## config.mk

```make
export PLATFORM = sky130hd
export DESIGN_NAME = prog_loader_flat
export DESIGN_NICKNAME = d
export VERILOG_FILES = /design/src/rtl/prog_loader_if.sv /design/src/rtl/prog_loader.sv /design/src/flat_wrapper.sv
export SDC_FILE = /design/constraint.sdc
export NUM_CORES = 1
export LEC_CHECK = 0
export BUFFER_PORTS_ARGS = -buffer_cell sky130_fd_sc_hd__buf_2
export CORE_MARGIN = 8
export CORE_UTILIZATION = 50
export CTS_BUF_LIST = sky130_fd_sc_hd__clkbuf_16
export CTS_CLUSTER_DIAMETER = 100
export DETAILED_ROUTE_END_ITERATION = 8
export GPL_ROUTABILITY_DRIVEN = 0
export PLACE_DENSITY_LB_ADDON = 0.25
export SYNTH_ARGS = -nofsm -noshare
export SYNTH_HDL_FRONTEND = slang
export SYNTH_SLANG_ARGS = --single-unit
```

## constraint.sdc

```tcl
create_clock -name CLK -period 6.8 [get_ports CLK]
set_input_delay 0.34 -clock CLK [delete_from_list [all_inputs] [get_ports CLK]]
set_output_delay 0.34 -clock CLK [all_outputs]
set_load 0.01 [all_outputs]
```

## src/rtl/prog_loader_if.sv

```systemverilog
// Program-load bus bundle: byte stream from the UART receiver plus the
// program RAM write port.
//   RX_DATA    received byte, valid while RX_VALID=1
//   RX_VALID   one-cycle strobe, one byte per strobe
//   PROG_WE    program RAM write enable, one-cycle pulse per word
//   PROG_WADDR program RAM write address
//   PROG_WDATA program RAM write data (18-bit instruction word)
// master: the loader (consumes bytes, drives the RAM write port)
// slave : the environment (supplies bytes, observes RAM writes)
interface prog_loader_if #(
   parameter int ADDR_W = 10
);
   logic [7:0]        RX_DATA;
   logic              RX_VALID;
   logic              PROG_WE;
   logic [ADDR_W-1:0] PROG_WADDR;
   logic [17:0]       PROG_WDATA;

   modport master (
      input  RX_DATA, RX_VALID,
      output PROG_WE, PROG_WADDR, PROG_WDATA
   );

   modport slave (
      output RX_DATA, RX_VALID,
      input  PROG_WE, PROG_WADDR, PROG_WDATA
   );
endinterface

```

## src/rtl/prog_loader.sv

```systemverilog
// Program image loader: assembles framed UART bytes into 18-bit words,
// writes them sequentially into program RAM and holds the MCU in reset
// for the duration of the load.
//   CLK       system clock, posedge
//   RST_N     synchronous active-low reset
//   bus       prog_loader_if.master (RX byte stream in, RAM write port out)
//   MCU_HOLD  1 = hold MCU in reset
//   LOAD_DONE sticky: last frame loaded with matching checksum
//   LOAD_ERR  sticky: last frame failed (bad count, checksum or timeout)
//
// state  | meaning
// IDLE   | no frame seen since reset, waiting for START_BYTE
// CNT_HI | waiting for word count high byte
// CNT_LO | waiting for word count low byte, count is validated here
// B2     | waiting for word bits [17:16] (byte bits [1:0])
// B1     | waiting for word bits [15:8]
// B0     | waiting for word bits [7:0], word is written next cycle
// CHK    | waiting for checksum byte
// DONE   | frame loaded, MCU released, waiting for START_BYTE
// ERR    | frame failed, MCU held, waiting for START_BYTE
module prog_loader #(
   parameter int         ADDR_W         = 10,
   parameter int         TIMEOUT_CYCLES = 1000000,
   parameter logic [7:0] START_BYTE     = 8'hA5
) (
   input  logic          CLK,
   input  logic          RST_N,
   prog_loader_if.master bus,
   output logic          MCU_HOLD,
   output logic          LOAD_DONE,
   output logic          LOAD_ERR
);

   localparam int          TMO_W     = $clog2(TIMEOUT_CYCLES + 1);
   localparam int          WCNT_W    = ADDR_W + 1;
   localparam logic [TMO_W-1:0] TMO_LOAD = TMO_W'(TIMEOUT_CYCLES);
   localparam logic [15:0] MAX_COUNT = 16'(32'd1 << ADDR_W);

   typedef enum logic [3:0] {
      IDLE, CNT_HI, CNT_LO, B2, B1, B0, CHK, DONE, ERR
   } state_t;

   state_t              state_q, state_d;
   logic [15:0]         count_q, count_d;
   logic [1:0]          b2_q, b2_d;
   logic [7:0]          b1_q, b1_d;
   logic [7:0]          chk_q, chk_d;
   logic [WCNT_W-1:0]   wcnt_q, wcnt_d;
   logic [TMO_W-1:0]    tmo_q, tmo_d;
   logic                we_q, we_d;
   logic [ADDR_W-1:0]   waddr_q, waddr_d;
   logic [17:0]         wdata_q, wdata_d;
   logic                hold_q, hold_d;
   logic                done_q, done_d;
   logic                err_q, err_d;
   logic [15:0]         cnt_full;
   logic                in_frame;

   always_ff @(posedge CLK) begin
      if (!RST_N) begin
         state_q <= IDLE;
         count_q <= '0;
         b2_q    <= '0;
         b1_q    <= '0;
         chk_q   <= '0;
         wcnt_q  <= '0;
         tmo_q   <= '0;
         we_q    <= 1'b0;
         waddr_q <= '0;
         wdata_q <= '0;
         hold_q  <= 1'b0;
         done_q  <= 1'b0;
         err_q   <= 1'b0;
      end else begin
         state_q <= state_d;
         count_q <= count_d;
         b2_q    <= b2_d;
         b1_q    <= b1_d;
         chk_q   <= chk_d;
         wcnt_q  <= wcnt_d;
         tmo_q   <= tmo_d;
         we_q    <= we_d;
         waddr_q <= waddr_d;
         wdata_q <= wdata_d;
         hold_q  <= hold_d;
         done_q  <= done_d;
         err_q   <= err_d;
      end
   end

   always_comb begin
      state_d  = state_q;
      count_d  = count_q;
      b2_d     = b2_q;
      b1_d     = b1_q;
      chk_d    = chk_q;
      wcnt_d   = wcnt_q;
      tmo_d    = tmo_q;
      we_d     = 1'b0;
      // address advances in the cycle after each write pulse
      waddr_d  = we_q ? waddr_q + ADDR_W'(1) : waddr_q;
      wdata_d  = wdata_q;
      hold_d   = hold_q;
      done_d   = done_q;
      err_d    = err_q;
      cnt_full = {count_q[15:8], bus.RX_DATA};
      in_frame = state_q inside {CNT_HI, CNT_LO, B2, B1, B0, CHK};

      if (bus.RX_VALID) begin
         case (state_q)
            IDLE, DONE, ERR: begin
               if (bus.RX_DATA == START_BYTE) begin
                  state_d = CNT_HI;
                  hold_d  = 1'b1;
                  done_d  = 1'b0;
                  err_d   = 1'b0;
                  waddr_d = '0;
                  chk_d   = '0;
                  wcnt_d  = '0;
                  tmo_d   = TMO_LOAD;
               end
            end
            CNT_HI: begin
               count_d[15:8] = bus.RX_DATA;
               state_d       = CNT_LO;
            end
            CNT_LO: begin
               count_d = cnt_full;
               if (cnt_full == 16'd0 || cnt_full > MAX_COUNT) begin
                  state_d = ERR;
                  err_d   = 1'b1;
               end else begin
                  state_d = B2;
               end
            end
            B2: begin
               b2_d    = bus.RX_DATA[1:0];
               chk_d   = chk_q + bus.RX_DATA;
               state_d = B1;
            end
            B1: begin
               b1_d    = bus.RX_DATA;
               chk_d   = chk_q + bus.RX_DATA;
               state_d = B0;
            end
            B0: begin
               chk_d   = chk_q + bus.RX_DATA;
               wdata_d = {b2_q, b1_q, bus.RX_DATA};
               we_d    = 1'b1;
               wcnt_d  = wcnt_q + WCNT_W'(1);
               state_d = (16'(wcnt_q) + 16'd1 == count_q) ? CHK : B2;
            end
            CHK: begin
               if (bus.RX_DATA == chk_q) begin
                  state_d = DONE;
                  done_d  = 1'b1;
                  hold_d  = 1'b0;
               end else begin
                  state_d = ERR;
                  err_d   = 1'b1;
               end
            end
            default: state_d = IDLE;
         endcase
      end

      // inter-byte timer: reloaded on every byte, expires after
      // TIMEOUT_CYCLES silent cycles
      if (in_frame) begin
         if (bus.RX_VALID) begin
            tmo_d = TMO_LOAD;
         end else if (tmo_q == TMO_W'(1)) begin
            state_d = ERR;
            err_d   = 1'b1;
         end else begin
            tmo_d = tmo_q - TMO_W'(1);
         end
      end
      if (state_d inside {IDLE, DONE, ERR}) tmo_d = '0;
   end

   assign bus.PROG_WE    = we_q;
   assign bus.PROG_WADDR = waddr_q;
   assign bus.PROG_WDATA = wdata_q;
   assign MCU_HOLD       = hold_q;
   assign LOAD_DONE      = done_q;
   assign LOAD_ERR       = err_q;

endmodule

```

## src/flat_wrapper.sv

```systemverilog
// flat-port wrapper written by rule: the top's interface ports become plain ports
module prog_loader_flat 
#(
   parameter int         ADDR_W         = 10,
   parameter int         TIMEOUT_CYCLES = 1000000,
   parameter logic [7:0] START_BYTE     = 8'hA5
)
  (CLK, RST_N, MCU_HOLD, LOAD_DONE, LOAD_ERR, bus_RX_DATA, bus_RX_VALID, bus_PROG_WE, bus_PROG_WADDR, bus_PROG_WDATA);
  prog_loader_if #(.ADDR_W(ADDR_W)) bus_i ();
  input  logic CLK;
  input  logic RST_N;
  output logic MCU_HOLD;
  output logic LOAD_DONE;
  output logic LOAD_ERR;
  input wire logic [$bits(bus_i.RX_DATA)-1:0] bus_RX_DATA;
  input wire logic [$bits(bus_i.RX_VALID)-1:0] bus_RX_VALID;
  output wire logic [$bits(bus_i.PROG_WE)-1:0] bus_PROG_WE;
  output wire logic [$bits(bus_i.PROG_WADDR)-1:0] bus_PROG_WADDR;
  output wire logic [$bits(bus_i.PROG_WDATA)-1:0] bus_PROG_WDATA;
  assign bus_i.RX_DATA = bus_RX_DATA;
  assign bus_i.RX_VALID = bus_RX_VALID;
  assign bus_PROG_WE = bus_i.PROG_WE;
  assign bus_PROG_WADDR = bus_i.PROG_WADDR;
  assign bus_PROG_WDATA = bus_i.PROG_WDATA;
  prog_loader #(.ADDR_W(ADDR_W), .TIMEOUT_CYCLES(TIMEOUT_CYCLES), .START_BYTE(START_BYTE)) u_core (.CLK(CLK), .RST_N(RST_N), .bus(bus_i), .MCU_HOLD(MCU_HOLD), .LOAD_DONE(LOAD_DONE), .LOAD_ERR(LOAD_ERR));
endmodule
```

# == After elaboration in Yosys (flattened, before gate mapping) ==
# Index checks and enable logic that the tools add are counted.
# totals
word_cells,96
register_bits,101
input_bits,11
# classes
bitwise,1
eq_ne,16
n_addsub,5
muxes,38
n_reduce_logical,21
order_cmp,1
# ops
cell,count
20-bit 2-to-1 mux,6
10-bit 2-to-1 mux,4
4-bit 2-to-1 mux,7
4-bit case mux with 7 select lines,1
11-bit case mux with 2 select lines,1
"20-bit by 1-bit equality test with 1-bit output, second input constant",1
"4-bit by 3-bit equality test with 1-bit output, second input constant",5
"20-bit by 1-bit subtractor with 20-bit output, second input constant",1
16-bit equality test,1
"16-bit by 11-bit > comparator with 1-bit output, second input constant",1
16-bit zero test,1
8-bit case mux with 2 select lines,1
"11-bit by 1-bit adder with 12-bit output, second input constant",1
1-bit 2-to-1 mux,12
2-bit AND reduction,6
"11-bit by 1-bit adder with 11-bit output, second input constant",1
11-bit 2-to-1 mux,1
"10-bit by 1-bit adder with 10-bit output, second input constant",1
8-bit adder,1
"4-bit by 2-bit equality test with 1-bit output, second input constant",2
"4-bit equality test, second input constant",2
8-bit equality test,1
"8-bit equality test, second input constant",1
4-bit zero test,2
other kinds (16),21

# == Depth between registers and ports, before layout ==
# logic_depth
word_depth,11
mapped_depth,10

# == Worst setup path before layout ==
# Ideal clock, no wire load.
# synth_timing
path_type,input-to-reg
from,input bus_RX_DATA[7]
to,register u_core.tmo_q[0]
t_required_ns,6.685
path_buffers,2
path_slack_ns,4.327
arrival_time_ns,2.357
cell_stages,9
path_cell_list,buf_2 or4_1 o31a_1 o31ai_2 nor2b_1 and2b_4 o211ai_2 buf_6 nor2_2
# synth_between
elab_chain_len,11
elab_cells_between_ends,24
classes_between,order compare (1); eq/ne (4); mux (14); reduce/logical (5)
# synth_rtl
item,line,rtl
start: declaration,flat_wrapper.sv:15,input wire logic [$bits(bus_i.RX_DATA)-1:0] bus_RX_DATA;
16-bit by 11-bit > comparator with 1-bit output or 16-bit zero test (tied branches),prog_loader.sv:129,if (cnt_full == 16'd0 || cnt_full > MAX_COUNT) begin
1-bit logical OR,prog_loader.sv:129,
4-bit 2-to-1 mux,prog_loader.sv:129,
4-bit case mux with 7 select lines,prog_loader.sv:110,case (state_q)
4-bit 2-to-1 mux,prog_loader.sv:109,if (bus.RX_VALID) begin
4-bit 2-to-1 mux,prog_loader.sv:172,end else if (tmo_q == TMO_W'(1)) begin
4-bit 2-to-1 mux,prog_loader.sv:170,if (bus.RX_VALID) begin
4-bit 2-to-1 mux,prog_loader.sv:169,if (in_frame) begin
4-bit by 3-bit equality test with 1-bit output (tied with other cells),prog_loader.sv:179,"if (state_d inside {IDLE, DONE, ERR}) tmo_d = '0;"
3-bit nonzero test,prog_loader.sv:179,
2-bit OR reduction (no source line),n/a,
end signal: assignment,prog_loader.sv:81,tmo_q <= tmo_d;
end: declaration,prog_loader.sv:49,"logic [TMO_W-1:0] tmo_q, tmo_d;"
# Several ways; a longest one is shown, not always the timed one.
# A chain may end at the register's enable or synchronous reset.

# == Worst setup path in the final report ==
# layout_timing
from,register u_core.state_q[2]
to,register u_core.tmo_q[1]
# layout_between
elab_chain_len,10
elab_cells_between_ends,27
classes_between,eq/ne (10); mux (11); reduce/logical (6)
# layout_rtl
item,line,rtl
start: declaration,prog_loader.sv:43,"state_t state_q, state_d;"
start signal: assignment,prog_loader.sv:75,state_q <= state_d;
4-bit by 3-bit equality test with 1-bit output (tied with other cells),prog_loader.sv:110,
3-bit OR reduction,prog_loader.sv:110,
4-bit case mux with 7 select lines,prog_loader.sv:110,
4-bit 2-to-1 mux,prog_loader.sv:109,
4-bit 2-to-1 mux,prog_loader.sv:172,
4-bit 2-to-1 mux,prog_loader.sv:170,
4-bit 2-to-1 mux,prog_loader.sv:169,
4-bit by 3-bit equality test with 1-bit output (tied with other cells),prog_loader.sv:179,
3-bit nonzero test,prog_loader.sv:179,
2-bit OR reduction (no source line),n/a,
# Several ways; a longest one is shown, not always the timed one.

==> metrics.md <==
| Metric | Value |
|---|---|
| Outcome | `complete, no violations` |
| CP startpoint kind | `flop` |
| Initial Utilization | `51.50%` |
| Synth Register Bits | `101` |
| Largest net degree at the start of global routing | `69` |
| CTS Root Cell | `clkbuf_16` |
| Tcrit/Tclk final | `47.33%` |
| RSZ-0062 raised after global routing | `false` |
| First-pass GRT wire length | `20430 um` |
| Gr usage total | `18.71%` |
| I/O pin cnt | `43` |
| Skew final | `0.006758 ns` |
| Worst Hold Class | `in2reg` |
| Switch Pwr | `0.0002560 W` |
| Slew @ Worst Pin | `0.8503 ns` |
| Layout net count | `675` |
| I/O Buffers | `42` |
| Setup Fix Bufs, Post-CTS | `0` |
| TritonCTS clock tree | `done` |
| Max_slew headroom | `41.85%` |
| Final setup fails | `0` |
| Yosys warns | `0` |
| Layout filler cell count | `931` |
| H-tree Lvls | `3` |
| Multi-input logic area | `0.002854 mm2` |
| Power per standard cell area | `203.1 mW/mm2` |
| Worst Setup End Kind | `flop` |
| Syn-to-layout area delta | `11.53%` |
| Synth unique cells | `62` |
| LEAKAGE | `2.211 nW` |
| Post-synthesis async set-or-reset flop share | `0%` |
| Synth Net Count | `648` |
| Via density | `5.670` |
| Worst-skew pair later-pin latency | `0.35 ns` |
| Detail-routed net length per standard cell | `15.32 um` |
| Post-CTS Hold Buffers | `0` |
| Post-synth top flop | `dfxtp_1` |
| Synthesized area per cell | `8.092 um2` |
| Max Slew Vio Count | `0` |
| First-pass iteration count of the detailed router | `4` |
| Core region area | `0.009819 mm2` |
| # diodes | `0` |
| Switch share | `22.35%` |
| Initial antenna violation count | `0` |
| Hold slack | `0.2891 ns` |
| Clk pwr share | `45.0%` |
| Share of cells above drive strength 1 | `12.33%` |
| Arrival time at the worst endpoint | `3.48 ns` |
| Vias in the first global route | `4287` |
| Placed Instances | `774` |
| CP Class | `reg2reg` |
| Post-route DRC | `0` |
| Clock-pin slew on the worst setup and hold paths | `0.07 ns` |
| Worst ir drop on vdd | `0.1517 mV` |
| Seq pwr share | `51.7%` |
| Final std cells w/o fill | `790` |
| Die Footprint | `0.01359 mm2` |
| F_max | `310.7 MHz` |
| Req. time, crit path | `7.06 ns` |
| Tmin final | `3.219 ns` |
| First DRT Iteration DRCs | `271` |
| Post-DP HPWL | `8381 um` |
| Total CTS buffers | `9` |
| Via count | `4479` |
| Internal power | `0.0008893 W` |
| Crit-path max FO | `22` |
| TNS Setup | `0 ns` |
| Final hold violation count | `0` |
| Mapped Cells | `625` |
| Post-CTS Resized | `0` |
| Post-route ant nets | `0` |
| MaxCap Viol Count | `0` |
| Die W | `116.6 um` |
| EDFF count, synth | `0` |
| Clk sinks | `101` |
| Gr ovfl total | `0` |
| Rows | `36` |
| Final WL | `12100 um` |
| Sequential fraction of the synthesis area | `39.98%` |
| Part of the power in combinational logic | `3.3%` |
| Mapped cell area | `0.005057 mm2` |
| Register area | `0.002022 mm2` |
| Overall power | `0.001145 W` |
| CTS Buffer Depth | `2` |
| Die H | `116.6 um` |
==> cell type report <==
| type | count | share of cell area [%] |
|---|---|---|
| timing repair buffer | 47 | 4.392 |
| tap | 133 | 2.950 |
| multi-input combinational | 479 | 50.60 |
| sequential | 101 | 35.85 |
| clock buffer | 9 | 3.993 |
| clock inverter | 7 | 1.287 |
| inverter | 14 | 0.9317 |
==> per-stage QoR <==
step	util (%)	area [um2]	worst slack, ns
after global routing	57.44	5640	3.339
final	57.44	5640	3.581
after global placement	54.41	5343	3.808
after floorplan	-	5057	4.327
after detailed placement	54.41	5343	3.657
after CTS	57.44	5640	3.597
==> critical path: stages, from the launching register on <==
cell and delay, ns:
dfxtp_1 0.75, nor3_1 0.20, nor4_1 0.59, nand4_1 0.28, a31o_1 0.33, o211ai_1 0.31, o211ai_2 0.35, a211oi_1 0.31
==> path summary, 6_finish.rpt <==
path / start / to / slack [ns] / depth (start not counted)
worst min-delay path: RST_N / u_core.state_q[1]$_SDFF_PN0_ / 0.29 / 2
worst max-delay path: u_core.state_q[2]$_SDFF_PN0_ / u_core.tmo_q[1]$_SDFF_PP0_ / 3.58 / 7
worst min register to register: u_core.LOAD_DONE$_SDFFE_PN0P_ / u_core.LOAD_DONE$_SDFFE_PN0P_ / 0.45 / 2
worst max register to register: u_core.state_q[2]$_SDFF_PN0_ / u_core.tmo_q[1]$_SDFF_PP0_ / 3.58 / 7
==> sequential cells by signal, indices dropped and copies added, names as in the netlist <==
signal / count
u_core.bus.PROG_WADDR: 10
u_core.b1_q: 8
u_core.count_q: 16
u_core.LOAD_ERR: 1
u_core.LOAD_DONE: 1
u_core.bus.PROG_WDATA: 18
u_core.wcnt_q: 11
u_core.MCU_HOLD: 1
u_core.state_q: 4
u_core.b2_q: 2
u_core.chk_q: 8
u_core.bus.PROG_WE: 1
u_core.tmo_q: 20
==> cells in the final DEF, fill, tap and decap left out, types with 6 or more instances in the layout <==
master,count
buf_2,42
and3_1,7
dfxtp_1,101
nand3_1,21
nand2b_1,6
xor2_1,21
nor2_1,78
nor2_2,10
a21oi_1,52
a31oi_1,7
ha_1,11
clkbuf_16,9
nor3_1,14
or3_1,8
nor2b_1,7
nand2_1,87
o21ai_0,21
nor4_1,13
nand4_1,9
inv_1,13
mux2i_1,21
xnor2_1,23
==> cells by family (layout without fill, tap and decap cells) <==
logic type      Yosys count  after routing  share of synthesized area (%)
simple gates            284            284                          27.02
compound gates          117            117                          14.32
buf+inv                  45             77                          3.587
flops                   101            101                          39.98
xor+xnor                 44             44                          7.620
fa+ha+maj                13             13                          3.315
mux                      21             21                          4.156
==> power by group through the flow <==
| stage | sequential, W | clock (W) | combinational [W] |
|---|---|---|---|
| global route | 0.000592 | 0.000553 | 0.0000415 |
| CTS | 0.000592 | 0.000526 | 0.0000377 |
| floorplan | 0.000606 | 0 | 0.0000242 |
| finish | 0.000592 | 0.000515 | 0.0000381 |
| global placement | 0.000606 | 0 | 0.0000362 |
| detailed placement | 0.000606 | 0 | 0.0000374 |
==> layer usage <==
layer	part of all wire, %	global-route usage (%)	up-vias	wire length, um
met1	46	24.04	2101	5591
met3	5.5	2.999	20	660
met5	0	0	-	0
li1	-	-	2229	-
met4	1.9	8.020	0	232
met2	46	30.43	129	5616
==> cells in the mapped netlist, types with 2 or more instances <==
master	instances	area share, %
xor2_1	21	3.6
nand2_1	87	6.5
a22oi_1	4	0.59
nand3b_1	2	0.30
ha_1	11	2.7
a21o_1	4	0.59
a21boi_0	2	0.30
o2111ai_1	3	0.52
nor4_1	13	1.6
dfxtp_1	101	40
o31ai_1	2	0.30
buf_2	4	0.40
o211ai_2	2	0.49
clkbuf_1	24	1.8
nor2_1	78	5.8
nand3_1	21	2.1
or4_1	3	0.45
or3_1	8	0.99
o21ai_0	21	2.1
a21oi_1	52	5.1
nor2_2	10	1.2
nand4b_1	3	0.52
nor3_1	14	1.4
and2_1	5	0.62
buf_1	2	0.15
nor3b_1	4	0.59
o21a_1	2	0.30
xnor2_1	23	4.0
nand4_1	9	1.1
mux2i_1	21	4.2
a31oi_1	7	0.87
and3_1	7	0.87
nor2b_1	7	0.87
o211ai_1	3	0.45
nand2b_1	6	0.74
inv_1	13	0.96
Note: power is estimated with default switching activity, not from simulation.
